<file path="src/rtl/imem_fetch_arbiter.sv">
// Round-robin arbiter that shares one combinational-read instruction memory
// between NCORES fetch requesters; the response is registered one cycle after the grant.
module imem_fetch_arbiter #(
    parameter int unsigned Isize  = 32,
    parameter int unsigned NCORES = 2
) (
    input  logic                      clock,
    input  logic                      reset,
    input  logic [NCORES-1:0]         req,
    input  logic [NCORES*Isize-1:0]   addr,
    output logic [NCORES-1:0]         ack,
    output logic [Isize-1:0]          instr,
    output logic                      err,
    output logic [Isize-1:0]          mem_addr,
    input  logic [Isize-1:0]          mem_instr
);

    localparam int unsigned PW = (NCORES > 1) ? $clog2(NCORES) : 1;

    typedef enum logic {
        IDLE = 1'b0,
        RESP = 1'b1
    } state_e;

    state_e              state_q, state_d;
    logic [NCORES-1:0]   ack_q, ack_d;
    logic [Isize-1:0]    instr_q, instr_d;
    logic                err_q, err_d;
    logic [PW-1:0]       rr_ptr_q, rr_ptr_d;

    logic [NCORES-1:0]   elig;
    logic [PW-1:0]       win;
    logic                found;
    logic [Isize-1:0]    sel_addr;

    // A core acked this cycle is masked so a held req is not served twice in a row.
    always_comb begin
        elig = req;
        if (state_q == RESP) begin
            elig = req & ~ack_q;
        end
    end

    // Scan from rr_ptr upward, wrapping at NCORES; the first eligible core wins.
    always_comb begin : pick
        logic [PW:0] slot;
        found = 1'b0;
        win   = '0;
        slot  = '0;
        for (int unsigned k = 0; k < NCORES; k++) begin
            slot = {1'b0, rr_ptr_q} + (PW+1)'(k);
            if (slot >= (PW+1)'(NCORES)) begin
                slot = slot - (PW+1)'(NCORES);
            end
            if (!found && elig[slot[PW-1:0]]) begin
                found = 1'b1;
                win   = slot[PW-1:0];
            end
        end
    end

    always_comb begin
        sel_addr = addr[win*Isize +: Isize];
        mem_addr = '0;
        if (found && !reset) begin
            mem_addr = sel_addr;
        end
    end

    always_comb begin
        state_d  = IDLE;
        ack_d    = '0;
        instr_d  = instr_q;
        err_d    = 1'b0;
        rr_ptr_d = rr_ptr_q;
        if (found) begin
            state_d      = RESP;
            ack_d[win]   = 1'b1;
            instr_d      = mem_instr;
            err_d        = |sel_addr[1:0];
            rr_ptr_d     = (win == PW'(NCORES-1)) ? '0 : win + PW'(1);
        end
    end

    always_ff @(posedge clock or posedge reset) begin
        if (reset) begin
            state_q  <= IDLE;
            ack_q    <= '0;
            instr_q  <= '0;
            err_q    <= 1'b0;
            rr_ptr_q <= '0;
        end else begin
            state_q  <= state_d;
            ack_q    <= ack_d;
            instr_q  <= instr_d;
            err_q    <= err_d;
            rr_ptr_q <= rr_ptr_d;
        end
    end

    assign ack   = ack_q;
    assign instr = instr_q;
    assign err   = err_q;

    a_ack_onehot: assert property (@(posedge clock) disable iff (reset) $onehot0(ack_q));
    a_state_ack:  assert property (@(posedge clock) disable iff (reset)
                                   (state_q == RESP) == (ack_q != '0));

endmodule

</file>
<file path="config.mk">
export PLATFORM = sky130hd
export DESIGN_NAME = imem_fetch_arbiter
export DESIGN_NICKNAME = d
export VERILOG_FILES = /design/src/rtl/imem_fetch_arbiter.sv
export SDC_FILE = /design/constraint.sdc
export NUM_CORES = 1
export LEC_CHECK = 0
export ABC_AREA = 1
export CAP_MARGIN = 0
export CORE_MARGIN = 2
export CORE_UTILIZATION = 32
export CTS_BUF_LIST = sky130_fd_sc_hd__clkbuf_16
export DETAILED_ROUTE_END_ITERATION = 6
export HOLD_SLACK_MARGIN = 0.02
export PLACE_DENSITY = 0.92
export SYNTH_ARGS = -nofsm -noshare
export SYNTH_HDL_FRONTEND = slang
export SYNTH_SLANG_ARGS = --single-unit
</file>
<file path="constraint.sdc">
create_clock -name clock -period 3.4 [get_ports clock]
set_input_delay 0.85 -clock clock [delete_from_list [all_inputs] [get_ports clock]]
set_output_delay 0.85 -clock clock [all_outputs]
set_load 0.01 [all_outputs]
</file>
Word-level counts from Yosys, hierarchy flattened
Cells that the tools add are included.
- magnitude comparators: 6
- mux-type cells: 18
- add/subtract/negate cells: 4
- bitwise gates (word level): 2
- shift operators: 1
- reduce and logical (&&, ||, !) cells: 6
- operators by type and width (cell ; number):
    variable part select 64 x 7 -> 32 bit ; 1
    2-to-1 mux 32 bit ; 1
    2-to-1 mux 1 bit ; 14
    < comparator 1 x 2 -> 1 bit, second input constant ; 3
    2-to-1 mux 2 bit ; 2
    logical AND 1 bit ; 3
    adder 1 x 1 -> 2 bit, second input constant ; 1
    AND 2 bit ; 1
    greater-or-equal comparator 1 x 2 -> 1 bit, second input constant ; 1
    greater-or-equal comparator 2 bit, second input constant ; 1
    logical NOT 1 bit ; 2
    NOT 2 bit ; 1
    OR reduction 2 bit ; 1
    subtractor 1 bit, second input constant ; 2
    adder 1 bit, second input constant ; 1
    demux 1 bit (select 1 bit) ; 1
    greater-or-equal comparator 1 bit, second input constant ; 1
- logic and storage cells: 42
- flip-flop bits (word level): 37
- bits of input ports: 100

Depth between registers and ports, before layout
- depth after elaboration: 14
- mapped depth: 8
- gate-level depth less buffers: 7

Least setup slack after synthesis
Ideal clock, no wire load.
- kind: input-to-output
- from: input reset
- to: output mem_addr[10]
- data required time: 2.550 ns
- path slack: 0.369 ns
- path buffers: 1
- arrival time: 2.181 ns
- stages: 4
- cell sequence: inv_1 -> nand2_4 -> buf_2 -> a21oi_1
- cells in the longest elaborated chain, start to end: 3
- ends and longest elaborated chain (item ; RTL line ; RTL):
    from (decl) ; 8 ; input logic reset,
    logical NOT 1 bit (no line) ; -- ;
    logical AND 1 bit ; 65 ; if (found && !reset) begin
    2-to-1 mux 32 bit ; 65 ;
    to (decl) ; 14 ; output logic [Isize-1:0] mem_addr,
Every way passes these cells.

Final worst setup path
- from: input req[1]
- to: output mem_addr[24]
- cells in the longest elaborated chain, start to end: 10
- elaborated cells between the ends (all ways): 15
- classes of those cells: 1 x shift; 10 x mux; 1 x bitwise; 3 x reduce/logical
- ends and longest elaborated chain (item ; RTL line ; RTL):
    from (decl) ; 9 ; input logic [NCORES-1:0] req,
    AND 2 bit ; 40 ; elig = req & ~ack_q;
    2-to-1 mux 2 bit * ; 39 ; if (state_q == RESP) begin
    2-to-1 mux 1 bit (implied by the code) (2 in series) ; 55 ; if (!found && elig[slot[PW-1:0]]) begin
    2-to-1 mux 1 bit ; 55 ;
    logical NOT 1 bit ; 55 ;
    logical AND 1 bit ; 55 ;
    2-to-1 mux 1 bit ; 55 ;
    variable part select 64 x 7 -> 32 bit or logical AND 1 bit (tied branches) ; 63, 65 ;
    2-to-1 mux 32 bit * ; 65 ;
Every way passes the cells marked *; elsewhere a longest branch is shown, timed or not. The select of a mux whose other input is x is not followed.

==> flow_summary.toml <==
[placement]
gp_congestion = 0.712
dp.final_hpwl_mm = 5.08
dpl_cell_area_sq_mm = 0.00364
portBuffers = 166

[grt]
grt_max_degree = 38
grt_pass1_wl_mm = 9.74
grt_usage_pct = 18.8
grt_pass1_vias = 2220
grt_overflow_total = 0
antenna_found_initial = 0

[timing]
hold_ws_ns = 0.470
worst_pin_slew_ns = 0.546
finalCriticalPeriod_ns = 3.26
rsz0062_at_grt = "no"
hold_viol = 0
fmax_mhz = 307
finalClockSkew_ns = 0.00721
slew_headroom_pct = 63.5
post-route-period-util_pct = 95.8
slew_viol_final = 0
finalSetupTns_ns = 0
setup_viol = 0

[synth]
syn_area_per_cell_sq_um = 7.22
synth_area_sq_mm = 0.00191
seq_area_frac_synth_pct = 48.4
synth_seq_cells = 37
ys_types = 17
syn_nets = 365
yosys_warnings = 0
synth_cells = 265

[clock_network]
root_buffer = "clkbuf_16"
cts_hold_buf = 0
cts_tree = "built"
clock-sinks = 37
clock_path_buffers = 2
cts.clk_slew.worst_paths_ns = 0.06
cts_made_buffers = 5
htree_levels = 2
clk_latency_ns = 0.28

[route]
drt_pass1_iterations = 6
drcViolationCount = 0
vias = 2317
routed_wl_mm = 6.51
wire_per_inst_microns = 12.8
viasPerCell = 4.57
first_iter_violations = 68
ant_nets = 0

[layout]
layout.nets = 531
layout_common_cells = "162 x nand2_1, 134 x clkdlybuf4s50_1, 37 x dfrtp_1"
area_delta_synth_final_pct = 96.3
design_area_sq_mm = 0.00376
insertedDiodeCount = 0
final_common_cell = "nand2_1"
final_util_pct = 64.2
drive_gt1_share_pct = 5.56

[setup_path]
arrival_ns = 2.41
crit_required_ns = 2.55
critPathKind = "primary input to primary output"
worst-path-max-fanout = 11
r2r_cells = 7
crit_path_start_kind = "primary input"
end_kind = "primary output"

[floorplan]
dieHeight_microns = 81.3
fp.dieW_microns = 81.3
fp.dieArea_sq_mm = 0.00662
coreArea_sq_mm = 0.00585
io_pins = 167
initial_core_util_pct = 32.7
rows = 28

[pwr]
power_density_mw_per_mm2 = 458
max-vdd-ir-drop_uv = 300
leakage_nw = 1.87
total_power_mw = 1.72

[min_path]
min_path_cells = 2
min_path_type = "flop to flop"

[flow_run]
maxCapViolCount = 0

[status]
outcome = "finished clean"
-- report_power, final --
part | internal (mW) | switching [mW] | leakage [nW] | total [mW]
registers | 0.526 | 0.0497 | 0.445 | 0.576
clock network | 0.275 | 0.179 | 0.0704 | 0.454
logic | 0.366 | 0.324 | 1.35 | 0.690
-- cells by family after synthesis --
| kind of cell | Yosys count | synth area share [%] |
|---|---|---|
| flops | 37 | 48.4 |
| simple gates | 171 | 35.0 |
| buf+inv | 24 | 7.39 |
| compound gates | 33 | 9.22 |
-- cells in the mapped netlist, drive strengths merged --
master | count | share of area, %
nand2 | 165 | 33
nand3b | 1 | 0.39
buf | 15 | 5.6
inv | 8 | 1.6
nand3 | 2 | 0.78
a21oi | 32 | 9.0
dfrtp | 37 | 48
nor2 | 3 | 0.59
o21ai | 1 | 0.26
clkinv | 1 | 0.26
-- worst max-delay path, cell delays in order --
cell and delay (ns):
clkdlybuf4s50_1 0.45, inv_1 0.05, a21oi_4 0.19, nand2_2 0.11, clkinv_2 0.09, buf_4 0.17
nand2_1 0.07, a21oi_1 0.12, dlygate4sd2_1 0.30
-- layout make-up --
| type | count | area [sq um] |
|---|---|---|
| fillers | 518 | 2090 |
| repair buffers | 174 | 1700 |
| flip-flops and latches | 37 | 926 |
| multi-input cells | 204 | 856 |
| clock buffers | 5 | 125 |
| well taps | 75 | 93.8 |
| inverters | 9 | 35.0 |
| clock inverters | 3 | 25.0 |
-- metal layers --
metal	share of wire (%)	track usage (%)	vias to the layer above
met2	52	35.0	112
li1	-	-	1143
met1	37	20.5	1050
met3	10	5.11	12
met4	1.3	6.10	0
met5	0	0	-
-- flip-flops by register name, indices dropped and copies added (netlist names) --
| register | count |
|---|---|
| state_q | 1 |
| rr_ptr_q | 1 |
| err | 1 |
| ack | 2 |
| instr | 32 |
-- final timing paths --
| kind | slack [ns] | startpoint | endpoint |
|---|---|---|---|
| worst min-delay path | 0.47 | instr[1] | instr[1] |
| min in group asynchronous | 1.14 | reset | instr[14] |
| max in group asynchronous | 1.93 | reset | instr[31] |
| worst max-delay path | 0.14 | req[1] | mem_addr[24] |
| worst min register to register | 0.47 | instr[1] | instr[1] |
| worst max register to register | 1.63 | ack[1] | instr[2] |
-- metrics by stage --
step,worst slack [ns],instances
after floorplan,0.369,265
after global placement,-0.100,499
after detailed placement,-0.129,499
after CTS,0.141,507
after global routing,0.0184,507
final,0.144,507
-- what timing repair did --
action	4_1_cts	5_1_grt
buffers inserted	0	0
resized for setup	34	0
endpoints found under the setup margin	32	0
(Power assumes the default switching activity.)
